==> src/rtl/tlb_maint_ctrl.sv <==
// TLB maintenance controller for the CP0 TLBP / TLBR / TLBWI / TLBWR instructions.
// Each accepted op walks IDLE -> EXEC -> FIN. The operands are frozen into tlb_cfg at accept.
// Writes strobe tlb_we in EXEC. Probes and reads return their CP0 write-backs in FIN.
// The Random register free-runs beside the FSM and supplies the slot used by TLBWR.
module tlb_maint_ctrl (
  input  logic        clk,
  input  logic        rst_n,
  input  logic        op_valid,
  input  logic [1:0]  op_code,
  output logic        op_ready,
  output logic        op_done,
  input  logic [31:0] entryhi_in,
  input  logic [31:0] entrylo0_in,
  input  logic [31:0] entrylo1_in,
  input  logic [3:0]  index_in,
  input  logic [3:0]  wired_in,
  input  logic        wired_we,
  output logic [89:0] tlb_cfg,
  output logic        tlb_we,
  input  logic [31:0] probe_result,
  output logic [3:0]  rd_idx,
  input  logic [85:0] rd_entry,
  output logic        index_we,
  output logic [31:0] index_out,
  output logic        entryhi_we,
  output logic [31:0] entryhi_out,
  output logic        lo0_we,
  output logic [31:0] lo0_out,
  output logic        lo1_we,
  output logic [31:0] lo1_out,
  output logic [3:0]  random_out
);

  localparam logic [1:0] OP_TLBP  = 2'b00;
  localparam logic [1:0] OP_TLBR  = 2'b01;
  localparam logic [1:0] OP_TLBWR = 2'b11;

  typedef enum logic [1:0] {ST_IDLE, ST_EXEC, ST_FIN} state_t;

  state_t      state_reg;
  logic [1:0]  op_reg;
  logic [3:0]  random_reg;

  // Operand capture: TLBWR targets whatever Random holds in the accept cycle.
  logic [3:0]  acc_idx;
  logic [89:0] cfg_new;

  assign acc_idx = (op_code == OP_TLBWR) ? random_reg : index_in;
  assign cfg_new = {entrylo0_in[5:3], entrylo1_in[5:3], entryhi_in[7:0],
                    entrylo0_in[0] & entrylo1_in[0], entryhi_in[31:13],
                    entrylo1_in[29:6], entrylo1_in[2], entrylo1_in[1],
                    entrylo0_in[29:6], entrylo0_in[2], entrylo0_in[1], acc_idx};

  // Read-back formatting of the entry at rd_idx (same layout as tlb_cfg[89:4]).
  logic [2:0]  re_c0, re_c1;
  logic [7:0]  re_asid;
  logic        re_g, re_d1, re_v1, re_d0, re_v0;
  logic [18:0] re_vpn2;
  logic [23:0] re_pfn1, re_pfn0;
  logic [31:0] hi_rb, lo0_rb, lo1_rb, idx_rb;
  logic        probe_miss;

  assign re_c0      = rd_entry[85:83];
  assign re_c1      = rd_entry[82:80];
  assign re_asid    = rd_entry[79:72];
  assign re_g       = rd_entry[71];
  assign re_vpn2    = rd_entry[70:52];
  assign re_pfn1    = rd_entry[51:28];
  assign re_d1      = rd_entry[27];
  assign re_v1      = rd_entry[26];
  assign re_pfn0    = rd_entry[25:2];
  assign re_d0      = rd_entry[1];
  assign re_v0      = rd_entry[0];

  assign hi_rb      = {re_vpn2, 5'b0, re_asid};
  assign lo0_rb     = {2'b0, re_pfn0, re_c0, re_d0, re_v0, re_g};
  assign lo1_rb     = {2'b0, re_pfn1, re_c1, re_d1, re_v1, re_g};

  // A miss reports only the miss flag; the hit index field is forced to zero.
  assign probe_miss = probe_result[31];
  assign idx_rb     = {probe_miss, 27'b0, probe_miss ? 4'b0 : probe_result[3:0]};

  // Operand bits that the TLB format does not carry.
  logic unused_bits;
  assign unused_bits = ^{entryhi_in[12:8], entrylo0_in[31:30], entrylo1_in[31:30],
                         probe_result[30:4]};

  // Op sequencer: all handshake, strobe and write-back outputs are registered here.
  always_ff @(posedge clk) begin
    if (!rst_n) begin
      state_reg   <= ST_IDLE;
      op_reg      <= OP_TLBP;
      op_ready    <= 1'b1;
      op_done     <= 1'b0;
      tlb_we      <= 1'b0;
      tlb_cfg     <= '0;
      rd_idx      <= '0;
      index_we    <= 1'b0;
      index_out   <= '0;
      entryhi_we  <= 1'b0;
      entryhi_out <= '0;
      lo0_we      <= 1'b0;
      lo0_out     <= '0;
      lo1_we      <= 1'b0;
      lo1_out     <= '0;
    end else begin
      tlb_we     <= 1'b0;
      op_done    <= 1'b0;
      index_we   <= 1'b0;
      entryhi_we <= 1'b0;
      lo0_we     <= 1'b0;
      lo1_we     <= 1'b0;
      case (state_reg)
        ST_IDLE: begin
          if (op_valid) begin
            op_reg    <= op_code;
            tlb_cfg   <= cfg_new;
            rd_idx    <= acc_idx;
            tlb_we    <= op_code[1];
            op_ready  <= 1'b0;
            state_reg <= ST_EXEC;
          end
        end
        ST_EXEC: begin
          op_done   <= 1'b1;
          state_reg <= ST_FIN;
          if (op_reg == OP_TLBP) begin
            index_we  <= 1'b1;
            index_out <= idx_rb;
          end else if (op_reg == OP_TLBR) begin
            entryhi_we  <= 1'b1;
            entryhi_out <= hi_rb;
            lo0_we      <= 1'b1;
            lo0_out     <= lo0_rb;
            lo1_we      <= 1'b1;
            lo1_out     <= lo1_rb;
          end
        end
        ST_FIN: begin
          op_ready  <= 1'b1;
          state_reg <= ST_IDLE;
        end
        default: begin
          op_ready  <= 1'b1;
          state_reg <= ST_IDLE;
        end
      endcase
    end
  end

  // Random register: counts down, wraps to 15 at or below Wired, and restarts on a Wired write.
  always_ff @(posedge clk) begin
    if (!rst_n) begin
      random_reg <= 4'd15;
    end else if (wired_we || (random_reg <= wired_in)) begin
      random_reg <= 4'd15;
    end else begin
      random_reg <= random_reg - 4'd1;
    end
  end

  assign random_out = random_reg;

endmodule

==> config.mk <==
export PLATFORM = sky130hd
export DESIGN_NAME = tlb_maint_ctrl
export DESIGN_NICKNAME = d
export VERILOG_FILES = /design/src/rtl/tlb_maint_ctrl.sv
export SDC_FILE = /design/constraint.sdc
export NUM_CORES = 1
export LEC_CHECK = 0
export CORE_AREA = 2 2 178 180
export DETAILED_ROUTE_END_ITERATION = 8
export DIE_AREA = 0 0 180 182
export PLACE_DENSITY = 0.59
export SYNTH_ARGS = -nofsm -noshare
export SYNTH_HDL_FRONTEND = slang
export SYNTH_SLANG_ARGS = --single-unit
==> constraint.sdc <==
create_clock -name clk -period 1.8 [get_ports clk]
set_input_delay 0.36 -clock clk [delete_from_list [all_inputs] [get_ports clk]]
set_output_delay 0.36 -clock clk [all_outputs]
set_load 0.03 [all_outputs]
**Yosys cells after proc, flatten, opt, wreduce, memory -nomap -nowiden**

Index checks and enable logic that the tools add are counted.

- Order comparisons: 1
- Equality and inequality tests: 4
- Muxes and demuxes: 9
- Reductions and logical operators: 11
- Bitwise logic cells: 4
- $add $sub $neg: 1

Operator list:

| kind | count |
|---|---|
| 4-bit two-way mux | 2 |
| 2-bit AND reduction | 4 |
| 3-bit AND reduction | 2 |
| 2-bit by 1-bit == test with 1-bit output (second input constant) | 2 |
| 4-bit <= comparator | 1 |
| 2-bit logical NOT | 2 |
| 1-bit two-way mux | 4 |
| 2-bit one-hot mux with 2 select lines | 1 |
| 4-bit by 1-bit subtractor with 4-bit output (second input constant) | 1 |
| 1-bit inverter | 3 |
| 3-bit OR reduction | 1 |
| 2-bit == test (second input constant) | 1 |
| 2-bit two-way mux | 1 |
| 2-bit inequality test (second input constant) | 1 |
| 1-bit one-hot mux with 2 select lines | 1 |
| 2-bit OR reduction | 1 |
| 1-bit bitwise AND | 1 |
| 1-bit logical OR | 1 |

- Input bits: 228
- Bits in registers: 199
- Word-level logic and storage cells: 44
- Output and inout bits: 233

**Longest topological paths before layout**

Gate-level depths: netlist of run 1.

- Word-level depth: 3
- Depth in mapped cells: 6
- Gate-level depth less buffers: 5

**Worst setup path after synthesis of run 1**

No wires, ideal clock.

- Kind: reg-to-reg
- From: register random_reg[1], in the netlist random_out[1]
- To: register random_reg[0], in the netlist random_out[0]
- Stages on the path, launching flop included: 5
- Setup time: 0.079 ns
- Data required time: 1.721 ns
- Path slack: 0.373 ns
- Clock period less this slack: 1.427 ns
- Buffers on the path: 0
- Data arrival time: 1.348 ns
- Path through: dfxtp_1 > ha_1 > nor2b_1 > o211a_1 > o211ai_1

- Cells in the longest elaborated chain, start to end: 3

Ends and longest elaborated chain:

| what | line | RTL |
|---|---|---|
| start: declaration | 42 | `logic [3:0] random_reg;` |
| start signal: assignment | 158 | `random_reg <= random_reg - 4'd1;` |
| 4-bit <= comparator | 155 | `end else if (wired_we \|\| (random_reg <= wired_in)) begin` |
| 1-bit logical OR | 155 |  |
| 2-bit OR reduction (no source line) | n/a |  |

No other way between the ends.
A chain may end at the register's enable or synchronous reset.

**Worst setup path in the final report of run 1**

- From: register random_reg[0], in the netlist random_out[0]
- To: output port random_out[0]

RTL lines:

| what | line | RTL |
|---|---|---|
| end: declaration | 31 | `output logic [3:0] random_out` |

No word-level cell between the ends.

==> results of run 1 <==
[layout make-up]
cell class	instances	area share
sequential	194	0.318
multi-input combinational	617	0.264
tap	402	0.0412
inverter	6	0.00184
clock buffer	19	0.0363
timing repair buffer	412	0.326
clock inverter	11	0.0127
[report_power, final]
group          internal, mW  total (mW)  switching, mW  leakage (nW)
Sequential             4.45        4.54         0.0833          1.58
Combinational         0.753        1.65          0.900          3.47
Clock                  2.22        3.95           1.73         0.283
[per-stage QoR]
step | utilization | setup TNS (ns)
detailed placement | 0.383 | -0.541
finish | 0.394 | 0
CTS | 0.394 | 0
global route | 0.394 | 0
global placement | 0.383 | -0.306
floorplan | - | 0
[cells in the mapped netlist (4+ instances only)]
| cell | number |
|---|---|
| nand2_1 | 354 |
| dfxtp_1 | 194 |
| a21boi_0 | 132 |
| a21boi_1 | 47 |
| buf_4 | 46 |
| buf_2 | 30 |
| clkbuf_1 | 20 |
| buf_6 | 9 |
| inv_1 | 6 |
| ha_1 | 5 |
| nand3b_1 | 5 |
| o21ai_0 | 5 |
| a21oi_1 | 4 |
| and3b_1 | 4 |
| mux2i_1 | 4 |
| o211ai_1 | 4 |
[metal layers]
layer | vias to the layer above | part of all wire | global-route usage
met3 | 20 | 0.079 | 0.0548
li1 | 3496 | - | -
met5 | - | 0 | 0
met1 | 3113 | 0.43 | 0.175
met2 | 262 | 0.48 | 0.244
met4 | 0 | 0.015 | 0.0491
[kinds of logic after synthesis]
kind of cell / synth area share
other: 0.000490
and+or+nand+nor: 0.197
buffers and inverters: 0.0908
DFF: 0.508
AOI/OAI and AO/OA: 0.188
adders and majority gates: 0.00818
xor gates and xnor gates: 0.00229
muxes: 0.00524
[worst paths after layout]
check	from	slack (ns)	end
min	rst_n	0.36	lo0_out[1]$_SDFFE_PN0P_
max	random_out[0]$_SDFF_PP1_	0.17	random_out[0]
max reg2reg	state_reg[1]$_SDFFE_PN0N_	0.25	index_out[2]$_SDFFE_PN0P_
min reg2reg	tlb_cfg[75]$_SDFFE_PN0P_	0.45	tlb_cfg[75]$_SDFFE_PN0P_
[layout by cell type (no fill, tap or decap), types with 3 or more instances in the layout]
cell type | Yosys | routed
a21boi_0 | 132 | 132
clkdlybuf4s50_1 | 0 | 190
a21oi_1 | 4 | 4
dlygate4sd2_1 | 0 | 197
clkinvlp_4 | 0 | 3
buf_12 | 0 | 13
inv_1 | 6 | 6
ha_1 | 5 | 5
clkbuf_16 | 0 | 17
nand3b_1 | 5 | 5
o21ai_0 | 5 | 5
buf_4 | 46 | 12
a21boi_1 | 47 | 47
and3b_1 | 4 | 4
dfxtp_1 | 194 | 194
o211ai_1 | 4 | 4
conb_1 | 1 | 36
nand2_1 | 354 | 354
mux2i_1 | 4 | 4
bufinv_16 | 0 | 3
[repair_timing]
action,CTS,global route
hold buffers,0,0
resized for setup,197,0
endpoints found under the setup margin,197,0
==> metrics.cfg, run 1 <==
[logic_synthesis]
synthFlopType = dfxtp_1
synth_largest_area_cell = dfxtp_1
synth-seq-cells = 194
synth-async-reset-ratio = 0
ys_types = 32
yosys_warnings = 0
synth-edff-count = 0
synth_area_um2 = 7650
synth_top_area_frac = 0.508
yosysSeqAreaShare = 0.508
syn_inst = 887
synth_area_leaders = dfxtp_1 51%, nand2_1 17%, a21boi_0 13%
syn_avg_cell_area_um2 = 8.62

[setup_path]
path_buf_inv = 1
path_class = flop to output port
setup.worst_path.end_class = output port
critical_path_arrival_ns = 1.27
cp_cell_sequence = dlygate4sd2_1
worstPathRequired_ns = 1.44
start_kind = flop
cp_slowest_cell = dlygate4sd2_1
ff2ff_path_depth = 3
path_max_fanout = 2
cp_top_family = buffers and inverters
cp.depth = 1
cpPeakStageDelay_ns = 0.44

[route]
wire_per_inst_um = 14.7
drt_iter0_markers = 199
antenna_left = 0
drtPass1Iterations = 4
drc_errors = 0
wirelength_um = 24400
viasPerCell = 4.15
via_count = 6891

[finish]
drive_gt1_frac = 0.0477
n_antenna_cell = 0
final_area_um2 = 12200
ff_latch_area_um2 = 3880
reg.largest.list = tlb_cfg (90), lo1_out (30), lo0_out (29)
multi_input_area_um2 = 3230
nFillCells = 3233
layoutNonFillerInstCount = 1661
layout.nets = 1481
largest_reg_flops = 90
syn2layout_area_growth_pct = 59.7
top_register = tlb_cfg

[floorplan]
num_rows = 65
ios = 461
core_area_um2 = 31000
die_width_um = 180
die_h_um = 182
dieArea_um2 = 32800
initial_core_util = 0.247

[placement]
io_buffers = 388
place_congestion = 0.762
placed_area_um2 = 11900
placed_cells = 1631
hpwl_um = 17600
dp_slack_ns = -0.0895

[pwr]
leakage_nw = 5.33
cellPowerDensity_nw_per_um2 = 830
p_total_mw = 10.1
peakVddDrop_uv = 619

[sta]
finClkSkew_ns = 0.00652
whs_ns = 0.363
period_share = 0.904
fin_crit_ns = 1.63
final_max_slew_viol_count = 0
fin_ws_ns = 0.173
rsz0062_at_grt = false
finalHoldViolCount = 0
setup_violations = 0
max_freq_mhz = 615

[clock_tree]
numCtsBuffers = 17
cts_setup_buffers = 0
clkTransAtPathRegs_ns = 0.07
cts_max_level = 4
root_buffer = clkbuf_16
cts_max_path_buffers = 2
clock_latency_ns = 0.44
clock-sinks = 194
tritoncts = yes

[global_route]
grt_pass1_vias = 6525
gr-total-overflow = 0
antenna_found_initial = 0
grt_util_all_layers = 0.147
grt_pass1_wl_um = 37600
grt_max_degree = 57

[job]
drv_cap = 0

[hold_path]
hold_class = input pin to flop
whs_path_depth = 2

[outcome]
status = complete, no violations

No activity file was read; power rests on OpenSTA's default activity.
==> run 2, diff against run 1 <==
Settings changed: CELL_PAD_IN_SITES_DETAIL_PLACEMENT set to 1, CELL_PAD_IN_SITES_GLOBAL_PLACEMENT set to 1, CORE_AREA 2 2 178 180 to 2 2 180 182, DIE_AREA 0 0 180 182 to 0 0 182 184, GPL_TIMING_DRIVEN set to 0, PLACE_DENSITY 0.59 to 0.78.
==> run 2 against run 1 <==
Against the previous run: total power up 2.3%; cell area up 2.7%; core utilization up 0.53 points; sequential power about the same; clock power up 4%; critical endpoint is now lo1_we; largest power group unchanged; highest routed layer unchanged.
==> metrics.cfg, run 2 (synthesized netlist as in run 1, its figures left out) <==
[setup_path]
worstPathRequired_ns = 1.44  ; about the same
path_class = flop to output port  ; unchanged
path_buf_inv = 2  ; was 1
start_kind = flop  ; unchanged
path_max_fanout = 3  ; was 2
cp_top_family = buffers and inverters  ; unchanged
cp_slowest_cell = dfxtp_1  ; was dlygate4sd2_1
cp_cell_sequence = buf_4 > clkdlybuf4s15_1  ; was dlygate4sd2_1
cpPeakStageDelay_ns = 0.43  ; was 0.44 ns
setup.worst_path.end_class = output port  ; unchanged
critical_path_arrival_ns = 1.35  ; was 1.27 ns

[global_route]
gr-total-overflow = 0  ; unchanged
antenna_found_initial = 0  ; unchanged
grt_max_degree = 17  ; was 57
use_met1 = 0.186  ; was 0.175
top_usage_layer = met2  ; unchanged
grt_pass1_wl_um = 43700  ; was 37600 um
grt_util_all_layers = 0.171  ; was 0.147
grt_pass1_vias = 7757  ; was 6525
met2_usage = 0.316  ; was 0.244
grt_use_met3 = 0.0511  ; was 0.0548

[route]
wirelength_um = 29400  ; was 24400 um
wire_per_inst_um = 16.9  ; was 14.7 um
viasPerCell = 4.23  ; was 4.15
drtPass1Iterations = 4  ; unchanged
antenna_left = 0  ; unchanged
via_count = 7376  ; was 6891
drt_iter0_markers = 129  ; was 199
drc_errors = 0  ; unchanged

[clock_tree]
clock_latency_ns = 0.43  ; was 0.44 ns
root_buffer = clkbuf_16  ; unchanged
numCtsBuffers = 17  ; unchanged
cts_max_level = 4  ; unchanged
cts_setup_buffers = 0  ; unchanged
cts_max_path_buffers = 2  ; unchanged
clock-sinks = 194  ; unchanged
clkTransAtPathRegs_ns = 0.07  ; about the same
tritoncts = yes  ; unchanged

[floorplan]
num_rows = 65  ; unchanged
dieArea_um2 = 33500  ; was 32800 um2
ios = 461  ; unchanged
die_h_um = 184  ; was 182 um
initial_core_util = 0.244  ; was 0.247
die_width_um = 182  ; was 180 um
core_area_um2 = 31400  ; was 31000 um2

[finish]
largest_reg_flops = 90  ; unchanged
syn2layout_area_growth_pct = 64.0  ; was 59.7%
nFillCells = 3739  ; was 3233
drive_gt1_frac = 0.0902  ; was 0.0477
mostFrequentLayoutCell = nand2_1  ; unchanged
top_register = tlb_cfg  ; unchanged
final_cell_mix = 354 x nand2_1, 195 x dlygate4sd2_1, 193 x dfxtp_1, 190 x clkdlybuf4s50_1, 132 x a21boi_0  ; was 354 x nand2_1, 197 x dlygate4sd2_1, 194 x dfxtp_1, 190 x clkdlybuf4s50_1, 132 x a21boi_0
layout.nets = 1561  ; was 1481
n_antenna_cell = 0  ; unchanged
reg.largest.list = tlb_cfg (90), lo1_out (30), lo0_out (29)  ; unchanged

[placement]
hpwl_um = 23200  ; was 17600 um
io_buffers = 387  ; was 388
place_congestion = 0.779  ; was 0.762

[sta]
max_freq_mhz = 586  ; was 615 MHz
setup_violations = 0  ; unchanged
fin_tns_setup_ns = 0  ; unchanged
tightest_slew_ns = 0.737
rsz0062_at_grt = false  ; unchanged
finalHoldViolCount = 0  ; unchanged
period_share = 0.948  ; was 0.904
fin_crit_ns = 1.71  ; was 1.63 ns
finClkSkew_ns = 0.0138  ; was 0.00652 ns
final_max_slew_viol_count = 0  ; unchanged
slew_headroom = 0.509
whs_ns = 0.411  ; was 0.363 ns

[pwr]
cellPowerDensity_nw_per_um2 = 827  ; was 830 nW/um2
leakage_nw = 5.61  ; was 5.33 nW
peakVddDrop_uv = 561  ; was 619 uV

[job]
drv_cap = 0  ; unchanged

[outcome]
status = complete, no violations  ; unchanged

[hold_path]
hold_class = input pin to flop  ; unchanged

-- run 2: cell types whose count changed in the layout (fill, tap and decap cells not counted), sizes merged --
cell	previous run	this run
clkdlybuf4s15	0	1
inv	8	9
buf	25	86
clkbuf	19	41
clkinvlp	3	2
dlygate4sd2	197	195
-- run 2: timing repair --
| item | CTS | global route |
|---|---|---|
| resized for setup | 199 | 2 |
| hold endpoints to repair | 0 | 0 |
| setup endpoints to repair | 197 | 5 |
| hold buffers | 0 | 0 |
-- run 2: area by class of cell --
cell class              instances  area [um2]  share of cell area
repair buffers                387        3630               0.289
clock buffers                  21         470              0.0375
flip-flops and latches        194        3880               0.310
clock inverters                11         150              0.0120
plain buffers                 105         672              0.0536
well taps                     402         503              0.0401
multi-input cells             617        3210               0.256
inverters                       6        22.5             0.00180
-- run 2: through the flow --
| step | worst slack (ns) | util | instance area (um2) | instances | power, mW |
|---|---|---|---|---|---|
| final | 0.0927 | 0.399 | 12500 | 1743 | 10.4 |
| after global routing | 0.00482 | 0.399 | 12500 | 1743 | 10.9 |
| after CTS | 0.0299 | 0.399 | 12500 | 1743 | 10.6 |
| after detailed placement | -0.304 | 0.387 | 12200 | 1711 | 6.52 |
| after global placement | -0.340 | 0.387 | 12200 | 1711 | 6.49 |
| after floorplan | 0.373 | - | 7780 | 922 | 5.55 |
-- run 2: path summary, 6_finish.rpt --
kind | cells after the start | to | start | slack [ns]
worst max-delay path | 2 | lo1_we | lo1_we$_SDFF_PP0_ | 0.09
worst min-delay path | 2 | op_done$_SDFF_PN0_ | rst_n | 0.41
worst max register to register | 6 | lo1_out[7]$_SDFFE_PN0P_ | state_reg[0]$_SDFFE_PN0N_ | 0.16
worst min register to register | 2 | lo1_out[19]$_SDFFE_PN0P_ | lo1_out[19]$_SDFFE_PN0P_ | 0.45
-- run 2: layer usage --
metal | part of all wire | routed length, um | vias to the layer above
met5 | 0 | 0 | -
met4 | 0.022 | 646 | 0
met3 | 0.069 | 2030 | 32
met2 | 0.50 | 14800 | 275
met1 | 0.41 | 11900 | 3410
li1 | - | - | 3659
-- run 2: report_power, final --
part,internal [mW],leakage (nW),switching (mW)
registers,4.45,1.58,0.0891
logic,0.786,3.72,0.950
clock network,2.32,0.300,1.78
total,7.56,5.61,2.82
